### config.mk
export PLATFORM = sky130hd
export DESIGN_NAME = bcd_scan_decoder
export DESIGN_NICKNAME = d
export VERILOG_FILES = /design/src/rtl/bcd_scan_decoder.sv
export SDC_FILE = /design/constraint.sdc
export NUM_CORES = 1
export LEC_CHECK = 0
export CORE_AREA = 3 3 62 64
export DETAILED_ROUTE_END_ITERATION = 10
export DIE_AREA = 0 0 65 67
export MAX_ROUTING_LAYER = met4
export PLACE_DENSITY_LB_ADDON = 0.3
export SETUP_SLACK_MARGIN = 0.4
export SLEW_MARGIN = 25
export SYNTH_ARGS = -nofsm -noshare
export SYNTH_HDL_FRONTEND = slang
export SYNTH_SLANG_ARGS = --single-unit
### constraint.sdc
create_clock -name clk -period 4.5 [get_ports clk]
set_input_delay 1.35 -clock clk [delete_from_list [all_inputs] [get_ports clk]]
set_output_delay 1.35 -clock clk [all_outputs]
set_load 0.01 [all_outputs]
### src/rtl/bcd_scan_decoder.sv
// bcd_scan_decoder
//
// Time-multiplexes a packed NUM_DIGITS-digit BCD word onto a display one
// digit at a time. Each visible digit is shown as a one-hot decimal code
// plus a one-hot digit select. The block also provides:
//   - optional leading-zero blanking
//   - per-digit and sticky invalid-code flags
//   - one-shot or continuous refresh
//
// Parameters:
//   NUM_DIGITS - number of BCD digits (digit 0 is least significant)
//   SCAN_DIV   - clock cycles each digit is held
//   CONTINUOUS - 0: scan one frame then idle, 1: repeat frames
//   BLANK_LZ   - 1: blank zeros above the most significant nonzero digit
//
// Ports:
//   clk, rst_n  - rising-edge clock, asynchronous active-low reset
//   in_valid    - in_bcd holds a word to load
//   in_ready    - block accepts a word on this cycle
//   in_bcd      - packed BCD word, digit i = bits [4i+3:4i]
//   dec_out     - one-hot decimal value of the current digit
//   dig_sel     - one-hot select of the current digit
//   blank       - current digit is suppressed as a leading zero
//   digit_err   - current digit code is 10..15
//   err_sticky  - an invalid digit was shown for the current word
//   frame_done  - one-cycle pulse after the last digit of a frame
//
// Every output comes straight from a flop. The output flops are loaded
// from the *next* scan position, so the first digit is visible in the
// cycle right after the accepting edge.

module bcd_scan_decoder #(
  parameter int NUM_DIGITS = 4,
  parameter int SCAN_DIV   = 4,
  parameter int CONTINUOUS = 0,
  parameter int BLANK_LZ   = 1
) (
  input  logic                    clk,
  input  logic                    rst_n,
  input  logic                    in_valid,
  output logic                    in_ready,
  input  logic [4*NUM_DIGITS-1:0] in_bcd,
  output logic [9:0]              dec_out,
  output logic [NUM_DIGITS-1:0]   dig_sel,
  output logic                    blank,
  output logic                    digit_err,
  output logic                    err_sticky,
  output logic                    frame_done
);

  localparam int WW = 4 * NUM_DIGITS;
  localparam int IW = (NUM_DIGITS > 1) ? $clog2(NUM_DIGITS) : 1;
  localparam int DW = (SCAN_DIV > 1) ? $clog2(SCAN_DIV) : 1;
  localparam logic [IW-1:0] LAST_IDX = IW'(NUM_DIGITS - 1);
  localparam logic [DW-1:0] LAST_DIV = DW'(SCAN_DIV - 1);

  typedef enum logic {IDLE, SCAN} state_t;

  state_t                state_q, state_d;
  logic [WW-1:0]         active_q, active_d;
  logic [WW-1:0]         pend_q, pend_d;
  logic                  pend_valid_q, pend_valid_d;
  logic [IW-1:0]         idx_q, idx_d;
  logic [DW-1:0]         div_q, div_d;
  logic [9:0]            dec_out_q, dec_out_d;
  logic [NUM_DIGITS-1:0] dig_sel_q, dig_sel_d;
  logic                  blank_q, blank_d;
  logic                  digit_err_q, digit_err_d;
  logic                  err_sticky_q, err_sticky_d;
  logic                  frame_done_q, frame_done_d;
  logic                  in_ready_q, in_ready_d;

  logic                  hs;
  logic                  load;
  logic [3:0]            cur_digit;
  logic [NUM_DIGITS-1:0] lz_mask;
  logic                  all_zero;

  always_ff @(posedge clk or negedge rst_n) begin
    if (!rst_n) begin
      state_q      <= IDLE;
      active_q     <= '0;
      pend_q       <= '0;
      pend_valid_q <= 1'b0;
      idx_q        <= '0;
      div_q        <= '0;
      dec_out_q    <= '0;
      dig_sel_q    <= '0;
      blank_q      <= 1'b0;
      digit_err_q  <= 1'b0;
      err_sticky_q <= 1'b0;
      frame_done_q <= 1'b0;
      in_ready_q   <= 1'b0;
    end else begin
      state_q      <= state_d;
      active_q     <= active_d;
      pend_q       <= pend_d;
      pend_valid_q <= pend_valid_d;
      idx_q        <= idx_d;
      div_q        <= div_d;
      dec_out_q    <= dec_out_d;
      dig_sel_q    <= dig_sel_d;
      blank_q      <= blank_d;
      digit_err_q  <= digit_err_d;
      err_sticky_q <= err_sticky_d;
      frame_done_q <= frame_done_d;
      in_ready_q   <= in_ready_d;
    end
  end

  // Scan sequencing: the state, the word and the position that will be
  // shown in the next cycle.
  always_comb begin
    state_d      = state_q;
    active_d     = active_q;
    pend_d       = pend_q;
    pend_valid_d = pend_valid_q;
    idx_d        = idx_q;
    div_d        = div_q;
    frame_done_d = 1'b0;
    load         = 1'b0;
    hs           = in_valid && in_ready_q;

    case (state_q)
      IDLE: begin
        if (hs) begin
          active_d = in_bcd;
          idx_d    = '0;
          div_d    = '0;
          state_d  = SCAN;
          load     = 1'b1;
        end
      end
      SCAN: begin
        if (div_q == LAST_DIV) begin
          div_d = '0;
          if (idx_q == LAST_IDX) begin
            frame_done_d = 1'b1;
            if (CONTINUOUS != 0) begin
              idx_d = '0;
              if (pend_valid_q) begin
                active_d     = pend_q;
                pend_valid_d = 1'b0;
                load         = 1'b1;
              end
            end else begin
              state_d = IDLE;
            end
          end else begin
            idx_d = idx_q + IW'(1);
          end
        end else begin
          div_d = div_q + DW'(1);
        end
        // A word accepted during a scan waits in the pending register,
        // even on the frame-end edge, and goes live at the next frame end.
        // in_ready was low whenever pend_valid_q was set, so this cannot
        // overwrite a word that is swapped in on the same edge.
        if ((CONTINUOUS != 0) && hs) begin
          pend_d       = in_bcd;
          pend_valid_d = 1'b1;
        end
      end
      default: state_d = IDLE;
    endcase
  end

  // Decode the digit that will be shown next.
  // Scanning the word from the top finds every zero that lies above the
  // most significant nonzero digit. Digit 0 is never blanked, so an
  // all-zero word still shows "0". Invalid codes are nonzero and
  // therefore stop the blanking.
  always_comb begin
    cur_digit    = 4'd0;
    all_zero     = 1'b1;
    lz_mask      = '0;
    dig_sel_d    = '0;
    dec_out_d    = '0;
    blank_d      = 1'b0;
    digit_err_d  = 1'b0;

    for (int i = 0; i < NUM_DIGITS; i++) begin
      if (idx_d == IW'(i)) cur_digit = active_d[4*i +: 4];
    end

    for (int i = NUM_DIGITS - 1; i >= 0; i--) begin
      all_zero   = all_zero && (active_d[4*i +: 4] == 4'd0);
      lz_mask[i] = (i > 0) && all_zero && (BLANK_LZ != 0);
    end

    if (state_d == SCAN) begin
      for (int i = 0; i < NUM_DIGITS; i++) begin
        dig_sel_d[i] = (idx_d == IW'(i));
        if (idx_d == IW'(i)) blank_d = lz_mask[i];
      end
      digit_err_d = (cur_digit > 4'd9);
      if (!digit_err_d && !blank_d) begin
        for (int n = 0; n < 10; n++) begin
          dec_out_d[n] = (cur_digit == 4'(n));
        end
      end
    end

    // Loading a new word restarts the error history. The first digit of
    // that word can set the flag again straight away.
    err_sticky_d = load ? digit_err_d : (err_sticky_q || digit_err_d);
    in_ready_d   = (state_d == IDLE) || ((CONTINUOUS != 0) && !pend_valid_d);
  end

  assign in_ready   = in_ready_q;
  assign dec_out    = dec_out_q;
  assign dig_sel    = dig_sel_q;
  assign blank      = blank_q;
  assign digit_err  = digit_err_q;
  assign err_sticky = err_sticky_q;
  assign frame_done = frame_done_q;

endmodule
==> reports/metrics.yaml <==
setup_path:
  cpMaxStageDelayCell: "or4_4"
  crit_buf_inv: 3
  cp_cell_sequence: "clkdlybuf4s50_1, nand3b_1, buf_4, mux2i_2, inv_2, or4_4, a211o_1, nand4bb_2, nor3b_1"
  crit_fanout: 11
  timing.rr.end: "dec_out[6]"
  critPathTopFamily: "simple AND/OR/NAND/NOR gates"
  reg2reg_slack_ps: 1940
  arrival_ps: 3690
  path_class: "in -> reg"
  crit_required_ps: 4720
  cpPeakStageDelay_ps: 510
  endpoint_kind: "flop"
  r2r_start: "state_q"
  worstSetupStartpoint: "in_valid"
  ff2ff_path_depth: 8
  startpoint_type: "primary input"
floorplanning:
  die_w_um: 65
  dieHeight_um: 67
  num_rows: 21
  core_um2: 3340
  dieArea_um2: 4360
  io_pins: 38
  initial_core_util_pct: 54.3
global_route:
  grt_max_degree: 41
  grt_pass1_wl_um: 6150
  grt_pass1_vias: 1315
  antenna_found_initial: 0
  overflow: 0
  grtUsageTotal_pct: 19.7
final_layout:
  fillers: 262
  regArea_um2: 1000
  drive_gt1_share_pct: 12.2
  diodes: 0
  stdcell_area_um2: 2310
  nNetsFinal: 224
  multi_input_area_um2: 722
  area_growth_pct: 27.5
clock_tree:
  clockBufferDepth: 2
  tritoncts: "built"
  hold_buffers: 0
  numCtsBuffers: 5
  cts.htree.levels: 2
  post_cts_buffers: 0
  clk_latency_ps: 350
  root_buffer: "clkbuf_4"
  cts.sinks: 40
  path_clk_slew_ps: 110
  cts.repair.resized: 0
min_path:
  hold_class: "reg -> reg"
  hold_path_end: "active_q[2]"
  min-delay-start: "active_q[2]"
  min_path_cells: 1
timing:
  max_slew_margin_pct: 44.0
  slew_violations: 0
  hold_violations: 0
  postLayoutSetupSlackWorst_ps: 1030
  period_minus_slack_ps: 3470
  tns_ps: 0
  fin_skew_ps: 13.3
  timing.fmax_mhz: 289
  fin_crit_sh_pct: 77.0
  rsz0062_at_grt: "false"
  setup_viol: 0
  worst_pin_slew_ps: 840
yosys:
  synth_edf_count: 0
  netlist_instances: 164
  synth-main-ff-cell: "dfrtp_1"
  yosys_warnings: 0
  synth_seq_cells: 40
  synth.yosys.seq_area_share_pct: 55.3
  syn_nets: 184
  synth.distinct_cells: 50
  netlist_area_um2: 1810
  async_flop_share_pct: 100
  avgSynthCellArea_um2: 11.0
route:
  vias: 1356
  drtIter0Drc: 31
  wl_per_cell_um: 14.7
  ant_nets: 0
  drt-vias-per-instance: 5.40
  wirelength_um: 3700
  dr.pass1.iters: 4
  drc: 0
power_and_ir_drop:
  switching_share_pct: 39.9
  pwr-share-seq_pct: 34.5
  power_frac_clock_pct: 15.0
  power_leakage_nw: 1.13
  internal-power_w: 0.00104
  cellPowerDensity_nw_per_um2: 747
  power.total_w: 0.00172
  p_comb_share_pct: 50.5
  p_sw_w: 0.000688
  ir_drop_uv: 366
place:
  gp_congestion: 0.853
  dp_hpwl_um: 2780
  post_dp_cell_area_um2: 2210
  dpl_worst_slack_ps: 691
  portBuffers: 37
outcome:
  status: "complete, no violations"
job:
  maxCapViolCount: 0
placed cells by master (no fill, tap or decap), types with 4 or more instances in the layout:
cell	n
nor2_1	8
dfrtp_1	40
a21oi_1	4
clkdlybuf4s50_1	36
clkbuf_4	5
inv_1	13
nor3_1	9
nand2_1	19
mux2i_1	11
o21ai_0	5
power groups by stage:
stage,Combinational (W),Clock (W),Sequential (W)
final,0.000870,0.000259,0.000595
after detailed placement,0.000862,0,0.000602
after CTS,0.000865,0.000266,0.000596
after global routing,0.000953,0.000283,0.000617
after global placement,0.000842,0,0.000593
after floorplan,0.000602,0,0.000591
cell families (layout without fill, tap and decap cells):
family,after synthesis,in the layout,share of synthesized area (%)
simple gates,55,55,16.4
flops,40,40,55.3
compound gates,33,33,14.2
buf+inv,20,61,4.84
mux,14,14,8.09
fa+ha+maj,1,1,0.691
xor+xnor,1,1,0.484
final cells by class:
type	count	area share, %
clock buffers	7	2.82
clock inverters	1	1.30
inverters	14	2.28
multi-input cells	104	31.3
flip-flops and latches	40	43.4
well taps	46	2.49
repair buffers	39	16.5
synthesized netlist by cell type, types with 3 or more instances:
| cell | count | area (um^2) |
|---|---|---|
| inv_1 | 13 | 48.8 |
| nor3_1 | 9 | 45.0 |
| nand2_1 | 19 | 71.3 |
| nor3b_1 | 3 | 22.5 |
| mux2i_1 | 11 | 110 |
| o22ai_2 | 3 | 37.5 |
| o21ai_0 | 5 | 25.0 |
| a21o_1 | 3 | 22.5 |
| a21oi_1 | 4 | 20.0 |
| buf_2 | 4 | 20.0 |
| nor2_1 | 8 | 30.0 |
| dfrtp_1 | 40 | 1000 |
worst max-delay path by stage:
stage | slack, ps | endpoint | cells after the start
finish | 1030 | dec_out[6] | 9
global route | 980 | dec_out[6] | 9
CTS | 1070 | dec_out[6] | 9
detailed placement | 690 | dec_out[6] | 9
global placement | 770 | dec_out[6] | 9
floorplan | 1500 | dec_out[6] | 8
through the flow:
step	util (%)	cells	hold slack, ps
floorplan	-	164	446
global placement	66.3	243	469
detailed placement	66.3	243	485
CTS	69.2	251	512
global route	69.2	251	530
finish	69.2	251	509
worst register-to-register path: stages (launching register included):
cell	delay (ps)
dfrtp_1	560
nand3b_1	250
buf_4	240
mux2i_2	270
inv_2	50
or4_4	510
a211o_1	350
nand4bb_2	130
nor3b_1	60
layer usage:
metal,track usage [%],wire length (um)
met1,23.1,1590
met5,-,0
met4,7.39,47
met3,5.56,228
met2,32.4,1830
sequential cells by signal, indices dropped and copies added, names as in the netlist, 2 cells and up:
signal and cells:
active_q 16, dec_out 10, dig_sel 4, div_q 2, idx_q 2
No activity file was read; power rests on OpenSTA's default activity.
